`config.mk`:
```
export PLATFORM = sky130hd
export DESIGN_NAME = mem_port_arbiter
export DESIGN_NICKNAME = d
export VERILOG_FILES = /design/src/rtl/mem_port_arbiter.sv
export SDC_FILE = /design/constraint.sdc
export NUM_CORES = 1
export LEC_CHECK = 0
export CORE_MARGIN = 1
export CORE_UTILIZATION = 36
export DETAILED_ROUTE_END_ITERATION = 10
export GPL_ROUTABILITY_DRIVEN = 1
export PLACE_DENSITY = 0.85
export SLEW_MARGIN = 20
export SYNTH_ARGS = -nofsm -noshare
export SYNTH_HDL_FRONTEND = slang
export SYNTH_SLANG_ARGS = --single-unit
```
`constraint.sdc`:
```
create_clock -name CLK -period 1.6 [get_ports CLK]
set_clock_uncertainty 0.15 [all_clocks]
set_input_delay 0.32 -clock CLK [delete_from_list [all_inputs] [get_ports CLK]]
set_output_delay 0.32 -clock CLK [all_outputs]
set_load 0.02 [all_outputs]
```
`src/rtl/mem_port_arbiter.sv`:
```
// Round-robin arbiter sharing one single-port data memory between an
// instruction-fetch port and a load/store port; one transaction in flight.

module mem_port_arbiter #(
  parameter int MEM_LAT = 1
) (
  input  logic        CLK,
  input  logic        rst,
  input  logic        if_req,
  input  logic [31:0] if_addr,
  output logic        if_gnt,
  output logic        if_valid,
  output logic [31:0] if_rdata,
  input  logic        ls_req,
  input  logic        ls_we,
  input  logic [31:0] ls_addr,
  input  logic [31:0] ls_wdata,
  output logic        ls_gnt,
  output logic        ls_valid,
  output logic [31:0] ls_rdata,
  output logic        mem_en,
  output logic        mem_we,
  output logic [31:0] mem_addr,
  output logic [31:0] mem_wdata,
  input  logic [31:0] mem_rdata,
  output logic        busy
);

  typedef enum logic [1:0] {
    IDLE   = 2'd0,
    ACCESS = 2'd1,
    WAIT   = 2'd2,
    RESP   = 2'd3
  } state_t;

  localparam logic [2:0] LAT_LOAD = 3'(MEM_LAT - 1);

  state_t     state_r;
  logic [2:0] cnt_r;
  logic       owner_ls_r;
  logic       last_ls_r;
  logic       we_r;
  logic       ls_win_s;

  // LS wins when alone, or on a tie when IF was the last one served
  assign ls_win_s = ls_req & (~if_req | ~last_ls_r);

  // Transaction FSM with all outputs registered
  always_ff @(posedge CLK) begin
    if (!rst) begin
      state_r    <= IDLE;
      cnt_r      <= 3'd0;
      owner_ls_r <= 1'b0;
      last_ls_r  <= 1'b0;
      we_r       <= 1'b0;
      if_gnt     <= 1'b0;
      if_valid   <= 1'b0;
      if_rdata   <= 32'h0000_0000;
      ls_gnt     <= 1'b0;
      ls_valid   <= 1'b0;
      ls_rdata   <= 32'h0000_0000;
      mem_en     <= 1'b0;
      mem_we     <= 1'b0;
      mem_addr   <= 32'h0000_0000;
      mem_wdata  <= 32'h0000_0000;
      busy       <= 1'b0;
    end else begin
      if_gnt   <= 1'b0;
      ls_gnt   <= 1'b0;
      if_valid <= 1'b0;
      ls_valid <= 1'b0;
      case (state_r)
        IDLE: begin
          if (if_req || ls_req) begin
            owner_ls_r <= ls_win_s;
            last_ls_r  <= ls_win_s;
            we_r       <= ls_win_s & ls_we;
            mem_we     <= ls_win_s & ls_we;
            mem_addr   <= ls_win_s ? ls_addr : if_addr;
            mem_wdata  <= ls_win_s ? ls_wdata : mem_wdata;
            mem_en     <= 1'b1;
            if_gnt     <= ~ls_win_s;
            ls_gnt     <= ls_win_s;
            cnt_r      <= LAT_LOAD;
            busy       <= 1'b1;
            state_r    <= ACCESS;
          end else begin
            state_r <= IDLE;
          end
        end
        ACCESS: begin
          if (cnt_r == 3'd0) begin
            mem_en  <= 1'b0;
            mem_we  <= 1'b0;
            state_r <= WAIT;
          end else begin
            cnt_r <= cnt_r - 3'd1;
          end
        end
        WAIT: begin
          // Stores leave both read-data registers untouched
          if (!we_r) begin
            if (owner_ls_r) begin
              ls_rdata <= mem_rdata;
            end else begin
              if_rdata <= mem_rdata;
            end
          end else begin
            ls_rdata <= ls_rdata;
          end
          if_valid <= ~owner_ls_r;
          ls_valid <= owner_ls_r;
          state_r  <= RESP;
        end
        RESP: begin
          busy    <= 1'b0;
          state_r <= IDLE;
        end
        default: begin
          mem_en  <= 1'b0;
          mem_we  <= 1'b0;
          busy    <= 1'b0;
          state_r <= IDLE;
        end
      endcase
    end
  end

  mem_port_arbiter_chk u_chk (
    .CLK      (CLK),
    .rst      (rst),
    .if_gnt   (if_gnt),
    .ls_gnt   (ls_gnt),
    .if_valid (if_valid),
    .ls_valid (ls_valid),
    .mem_en   (mem_en),
    .mem_we   (mem_we),
    .busy     (busy)
  );

endmodule

// Structural invariants of the arbiter outputs.
module mem_port_arbiter_chk (
  input logic CLK,
  input logic rst,
  input logic if_gnt,
  input logic ls_gnt,
  input logic if_valid,
  input logic ls_valid,
  input logic mem_en,
  input logic mem_we,
  input logic busy
);

  a_we_needs_en:     assert property (@(posedge CLK) disable iff (!rst) mem_we |-> mem_en);
  a_gnt_onehot:      assert property (@(posedge CLK) disable iff (!rst) !(if_gnt && ls_gnt));
  a_valid_onehot:    assert property (@(posedge CLK) disable iff (!rst) !(if_valid && ls_valid));
  a_gnt_with_en:     assert property (@(posedge CLK) disable iff (!rst) (if_gnt || ls_gnt) |-> mem_en);
  a_en_implies_busy: assert property (@(posedge CLK) disable iff (!rst) mem_en |-> busy);

endmodule

```
==> impl_metrics.json, run 1 <==
{
  "synth_top_area_share": 0.534,
  "ios": 268,
  "arrival_ns": 1.71,
  "pwr-share-clk": 0.331,
  "path_cells": "inv_2 -> ha_4 -> nor3b_4 -> and3b_2 -> nand3b_1 -> o31ai_2",
  "syn_nets": 775,
  "synth-edff-count": 0,
  "vias_per_cell": 4.84,
  "status": "complete, no violations",
  "synth_common_cells": "nand2_1 (197), dfxtp_1 (142), a21oi_1 (137)",
  "p_sw_frac": 0.313,
  "ir_worst_vdd_mv": 0.760,
  "grt_antenna_before_repair": 0,
  "cts_num_sinks": 142,
  "grt_pass1_vias": 5085,
  "finalHoldViolations": 0,
  "cts_buffer_depth": 2,
  "drcViolationCount": 0,
  "drt_first_pass_iters": 4,
  "cap_violations": 0,
  "dp_hpwl_mm": 10.8,
  "seqPwrFrac": 0.345,
  "cts_htree_levels": 4,
  "finalSetupTns_ns": 0,
  "crit_buf_inv": 1,
  "seqCellArea_um2": 2850,
  "utilization": 0.634,
  "grt_pass1_wl_mm": 23.9,
  "die_x_um": 124,
  "numCtsBuffers": 17,
  "yosysMostFrequentCell": "nand2_1",
  "synth_cells": 635,
  "drive_gt1_frac": 0.107,
  "ys_types": 31,
  "drv_slew": 0,
  "gp_congestion": 0.747,
  "die_h_um": 124,
  "setup_viol": 0,
  "yosys_warnings": 0,
  "cp_max_fo": 5,
  "timing.final.crit_share": 0.981,
  "hold_class": "reg2reg",
  "core_um2": 14500,
  "route.vias.total": 5385,
  "slew_headroom": 0.781,
  "cts_tree": "done",
  "powerDensity_nw_per_um2": 1390,
  "p_int_w": 0.00877,
  "seq_area_frac_synth": 0.534,
  "insertedDiodeCount": 0,
  "routed_wl_mm": 16.0,
  "die_area_um2": 15300,
  "max_stage_delay_ns": 0.33,
  "end_kind": "register",
  "path_class": "reg2reg",
  "startpoint_type": "register",
  "min_period_ns": 1.57,
  "worstMarginPinSlew_ns": 0.328,
  "grt_max_degree": 67,
  "leakagePower_nw": 3.97,
  "rsz0062_at_grt": "yes",
  "gr-total-overflow": 0,
  "whs_ns": 0.298,
  "clkTransAtPathRegs_ns": 0.06,
  "syn_to_final_growth_pct": 72.3,
  "cp.required_ns": 1.74,
  "p_sw_w": 0.00400,
  "multi_input_area_um2": 2360,
  "yosys.area.top_type": "dfxtp_1",
  "detail_route.iter0.violations": 277,
  "ys_seq_elements": 142,
  "port_buffers": 267,
  "yosys-top-cells-area": "dfxtp_1 (53%), nand2_1 (14%), a21oi_1 (13%)",
  "initial_utilization": 0.368,
  "insertion_delay_ns": 0.40,
  "detailedPlace.worstSlack_ns": -0.369,
  "syn_area_um2": 5320,
  "cts-root-buf": "clkbuf_16",
  "fmax_mhz": 637,
  "synth_area_per_cell_um2": 8.38,
  "path_delay_family": "simple AND/OR/NAND/NOR gates",
  "setup_slack_ns": 0.0302,
  "ant_nets": 0,
  "final_nets": 1056,
  "cp_slowest_cell": "dfxtp_2",
  "wl_per_cell_um": 14.3,
  "grt_usage": 0.201,
  "placementRows": 44,
  "nFillCells": 1249,
  "async_reset_ff_frac": 0,
  "pwr-share-comb": 0.324,
  "synth_ff_type": "dfxtp_1"
}
==> per-stage QoR <==
step / cell area (µm²) / cells / total power, W
global placement: 8430 / 1073 / 0.00861
global route: 9170 / 1112 / 0.0135
floorplan: 5330 / 635 / 0.00655
detailed placement: 8430 / 1073 / 0.00869
finish: 9170 / 1112 / 0.0128
CTS: 8970 / 1106 / 0.0127
==> power by group through the flow <==
stage                     combinational [W]  sequential (W)  clock, W
after floorplan                     0.00143         0.00512         0
final                               0.00413         0.00440   0.00423
after global placement              0.00416         0.00445         0
after CTS                           0.00395         0.00439   0.00432
after global routing                0.00449         0.00447   0.00451
after detailed placement            0.00422         0.00447         0
==> layout make-up <==
type / instances / area share
inverters: 8 / 0.00355
clock buffers: 20 / 0.0487
multi-input cells: 440 / 0.257
repair buffers: 307 / 0.334
flip-flops and latches: 142 / 0.310
clock inverters: 11 / 0.0207
well taps: 184 / 0.0251
==> registers in the layout, indices dropped and copies added, names as in the netlist <==
signal     count
ls_valid       1
ls_rdata      32
ls_gnt         1
cnt_r          3
we_r           1
last_ls_r      1
mem_wdata     32
state_r        2
mem_addr      32
mem_en         1
if_gnt         1
busy           1
mem_we         1
if_rdata      32
if_valid       1
==> logic make-up (layout without fill, tap and decap cells) <==
logic type	after synthesis	in the layout	synth area share
simple gates	220	220	0.167
compound gates	179	179	0.172
flops	142	142	0.534
buf+inv	53	346	0.0468
mux	34	34	0.0639
fa+ha+maj	7	7	0.0165
==> path summary, 6_finish.rpt <==
kind	startpoint	end	slack [ns]	cells past startpoint
worst max-delay path	state_r[1]$_SDFFE_PN0P_	cnt_r[1]$_SDFFE_PN0P_	0.03	6
worst max register to register	state_r[1]$_SDFFE_PN0P_	cnt_r[1]$_SDFFE_PN0P_	0.03	6
worst min register to register	mem_wdata[5]$_SDFFE_PN0P_	mem_wdata[5]$_SDFFE_PN0P_	0.30	2
worst min-delay path	mem_wdata[5]$_SDFFE_PN0P_	mem_wdata[5]$_SDFFE_PN0P_	0.30	2
==> worst reg2reg max path: cells and delay by family, from the launching register on <==
family	cells	cell delay, ns
flip-flops	1	0.33
AO/OA/AOI/OAI	1	0.08
buffers and inverters	1	0.07
AND/OR/NAND/NOR	3	0.68
adder cells (fa/ha/maj)	1	0.15
==> layout by cell type (no fill, tap or decap), types with 3 or more instances in the layout <==
cell	instances
nand2_1	194
dfxtp_1	140
a21oi_1	131
clkdlybuf4s50_1	131
dlygate4sd2_1	109
mux2i_1	34
o21ai_0	33
clkdlybuf4s15_1	25
clkbuf_16	20
buf_4	19
buf_12	11
nor2_1	7
a21oi_2	6
buf_6	6
bufinv_16	5
inv_1	4
inv_2	3
nor3b_4	3
nand3b_1	3
nand2b_1	3
ha_4	3
ha_1	3
clkinv_2	3
==> layer usage <==
| metal | up-vias | routed length (µm) | GRT usage |
|---|---|---|---|
| met5 | - | 0 | 0 |
| met4 | 0 | 174 | 0.0708 |
| met3 | 13 | 1430 | 0.0728 |
| met2 | 211 | 7960 | 0.357 |
| met1 | 2481 | 6400 | 0.217 |
| li1 | 2680 | - | - |
==> repair_timing <==
| action | 4_1_cts | 5_1_grt |
|---|---|---|
| resized for setup | 144 | 56 |
| setup buffers | 1 | 4 |
| pin swaps | 0 | 9 |
| setup endpoints to repair | 246 | 138 |
| gates cloned | 1 | 3 |
| hold buffers | 0 | 0 |
(Power assumes the default switching activity.)
==> run 2: changes to the inputs <==
CORE_MARGIN = 2   (was 1)
CORE_UTILIZATION = 40   (was 36)
PLACE_DENSITY = 0.89   (was 0.85)
SYNTH_HIERARCHICAL = 1   (was default)
clock period = 1.8 ns   (was 1.6 ns; I/O delays follow)
==> run 2 against run 1 <==
Hold slack hardly changed; total power is 18% lower; first-iteration DRC count is 10% higher; worst setup slack better by 0.10 ns; final area is 5.3% lower; critical endpoint is now if_rdata[12]$_SDFFE_PN0P_.
==> impl_metrics.json, run 2 <==
{
  "status": "complete, no violations",
  "r2r-start": "state_r[0]$_SDFFE_PN0P_",
  "yosys-top-cells-area": "dfxtp_1 (53%), nand2_1 (14%), a21oi_1 (13%)",
  "rsz0062_at_grt": "no",
  "numCtsBuffers": 17,
  "initial_utilization": 0.405,
  "synth_ff_type": "dfxtp_1",
  "dp_hpwl_mm": 11.0,
  "postCtsHoldBufs": 0,
  "die_x_um": 119,
  "cp.required_ns": 1.98,
  "setup_viol": 0,
  "pwr-share-comb": 0.314,
  "grt_max_degree": 56,
  "port_buffers": 267,
  "drt_first_pass_iters": 4,
  "hold_start": "mem_wdata[0]$_SDFFE_PN0P_",
  "cts-root-buf": "clkbuf_16",
  "seq_area_frac_synth": 0.534,
  "worstSetupStartpoint": "state_r[0]$_SDFFE_PN0P_",
  "die_h_um": 119,
  "cp_max_fo": 32,
  "routed_wl_mm": 15.5,
  "final_nets": 1037,
  "ios": 268,
  "slew_headroom": 0.733,
  "grt_pass1_wl_mm": 25.2,
  "synth_common_cells": "nand2_1 (197), dfxtp_1 (142), a21oi_1 (137)",
  "fmax_mhz": 600,
  "die_area_um2": 14200,
  "arrival_ns": 1.85,
  "reg2reg_depth": 6,
  "syn_nets": 775,
  "finalNonFillerCells": 1084,
  "fin_area_um2": 8690,
  "post_cts_buffers": 0,
  "syn_to_final_growth_pct": 63.2,
  "drive_gt1_frac": 0.0639,
  "gp_congestion": 0.765,
  "p_sw_frac": 0.324,
  "drv_slew": 0,
  "dp.cells": 1054,
  "path_class": "reg2reg",
  "vias_per_cell": 4.90,
  "hold_class": "reg2reg",
  "synth_cells": 635,
  "finalHoldViolations": 0,
  "powerDensity_nw_per_um2": 1200,
  "gr-total-overflow": 0,
  "ir_worst_vdd_mv": 0.611,
  "yosys.area.top_type": "dfxtp_1",
  "synth_area_per_cell_um2": 8.38,
  "syn_area_um2": 5320,
  "min_period_ns": 1.67,
  "ys_seq_elements": 142,
  "crit_end": "if_rdata[12]$_SDFFE_PN0P_",
  "cts_num_sinks": 142,
  "ys_types": 31,
  "synth_top_area_share": 0.534,
  "insertion_delay_ns": 0.40,
  "cts_buffer_depth": 2,
  "final_cell_mix": "nand2_1 (197), dfxtp_1 (142), a21oi_1 (136), dlygate4sd2_1 (135), clkdlybuf4s50_1 (132)",
  "cts_htree_levels": 4,
  "timing.final.crit_share": 0.926,
  "insertedDiodeCount": 0,
  "synth-edff-count": 0,
  "worst_r2r_endpoint": "if_rdata[12]$_SDFFE_PN0P_",
  "end_kind": "register",
  "cap_violations": 0,
  "drcViolationCount": 0,
  "worstMarginPinSlew_ns": 0.400,
  "cts_tree": "done",
  "placementRows": 42,
  "seqPwrFrac": 0.374,
  "wl_per_cell_um": 14.3,
  "reg2reg_slack_ns": 0.13,
  "async_reset_ff_frac": 0,
  "startpoint_type": "register",
  "yosysMostFrequentCell": "nand2_1",
  "grt_usage": 0.219,
  "mostFrequentLayoutCell": "nand2_1",
  "pwr-share-clk": 0.312,
  "p_int_w": 0.00708,
  "fin_total_pwr_w": 0.0105,
  "clkTransAtPathRegs_ns": 0.06,
  "core_um2": 13100,
  "detail_route.iter0.violations": 306,
  "leakagePower_nw": 3.85,
  "placed_area_um2": 8290,
  "yosys_warnings": 6,
  "grt_pass1_vias": 5287,
  "p_sw_w": 0.00339,
  "route.vias.total": 5309,
  "ant_nets": 0,
  "grt_antenna_before_repair": 0
}
## run 2: cell types whose count changed in the layout (fill, tap and decap cells not counted), moves of 5 or more
| cell | change |
|---|---|
| clkdlybuf4s15_1 | -25 |
| a21oi_2 | -5 |
| dlygate4sd2_1 | +26 |
| buf_4 | -7 |
| buf_6 | -6 |
| a21oi_1 | +5 |
## run 2: how the worst min path moves through the flow
stage	end	slack (ns)	cells after the start
detailed placement	if_rdata[23]$_SDFFE_PN0P_	0.30	2
finish	mem_wdata[0]$_SDFFE_PN0P_	0.30	2
floorplan	cnt_r[2]$_SDFFE_PN0P_	0.28	1
global placement	ls_rdata[24]$_SDFFE_PN0P_	0.29	2
CTS	if_rdata[23]$_SDFFE_PN0P_	0.30	2
global route	if_rdata[28]$_SDFFE_PN0P_	0.32	2
## run 2: routing by layer
metal / vias up / track usage / wire, µm
met4: 0 / 0.0963 / 388
met1: 2430 / 0.245 / 6240
met3: 28 / 0.0666 / 1070
met2: 209 / 0.385 / 7810
li1: 2642 / - / -
met5: - / 0 / 0
## run 2: cell families (layout without fill, tap and decap cells)
kind of cell / count (synthesis) / after routing / synth area share
flip-flops: 142 / 142 / 0.534
AND/OR/NAND/NOR: 220 / 220 / 0.167
adder cells (fa/ha/maj): 7 / 7 / 0.0165
AO/OA/AOI/OAI: 179 / 179 / 0.172
multiplexers: 34 / 34 / 0.0639
buffers and inverters: 53 / 326 / 0.0468
## run 2: layout make-up
| class | instances | area [µm²] |
|---|---|---|
| clock buffer | 22 | 454 |
| clock inverter | 8 | 92.6 |
| fill | 1132 | 4450 |
| inverter | 8 | 31.3 |
| multi-input combinational | 440 | 2270 |
| sequential | 142 | 2840 |
| tap | 176 | 220 |
| timing repair buffer | 288 | 2770 |
## run 2: repair_timing
action | CTS | global route
setup endpoints to repair | 135 | 6
gates cloned | 0 | 0
gates resized for setup | 135 | 4
## run 2: stage by stage
step	hold WS [ns]	utilization	worst slack (ns)	setup TNS (ns)
after global placement	0.291	0.631	-0.175	-5.28
after floorplan	0.278	-	0.119	0
after detailed placement	0.296	0.631	-0.200	-8.65
after global routing	0.317	0.661	0.0344	0
final	0.298	0.661	0.133	0
after CTS	0.300	0.660	0.0133	0
## run 2: power groups by stage
| stage | Sequential, W | Combinational, W | Clock [W] |
|---|---|---|---|
| 5_1_grt | 0.00397 | 0.00358 | 0.00351 |
| 2_1_floorplan | 0.00455 | 0.00127 | 0 |
| 3_5_place_dp | 0.00399 | 0.00361 | 0 |
| 4_1_cts | 0.00392 | 0.00329 | 0.00336 |
| 3_3_place_gp | 0.00397 | 0.00355 | 0 |
| 6_report | 0.00391 | 0.00329 | 0.00327 |
## run 2: worst max-delay path: stages (launching register included)
cell,delay (ns)
dfxtp_1,0.31
inv_1,0.11
ha_1,0.29
nor3b_4,0.26
buf_12,0.22
nand2_1,0.11
a21oi_1,0.12
==> run 3: changes to the inputs <==
CAP_MARGIN = 20   (was default)
==> results of run 3 <==
No change in the layout: final DEF, timing and power equal those of run 2.
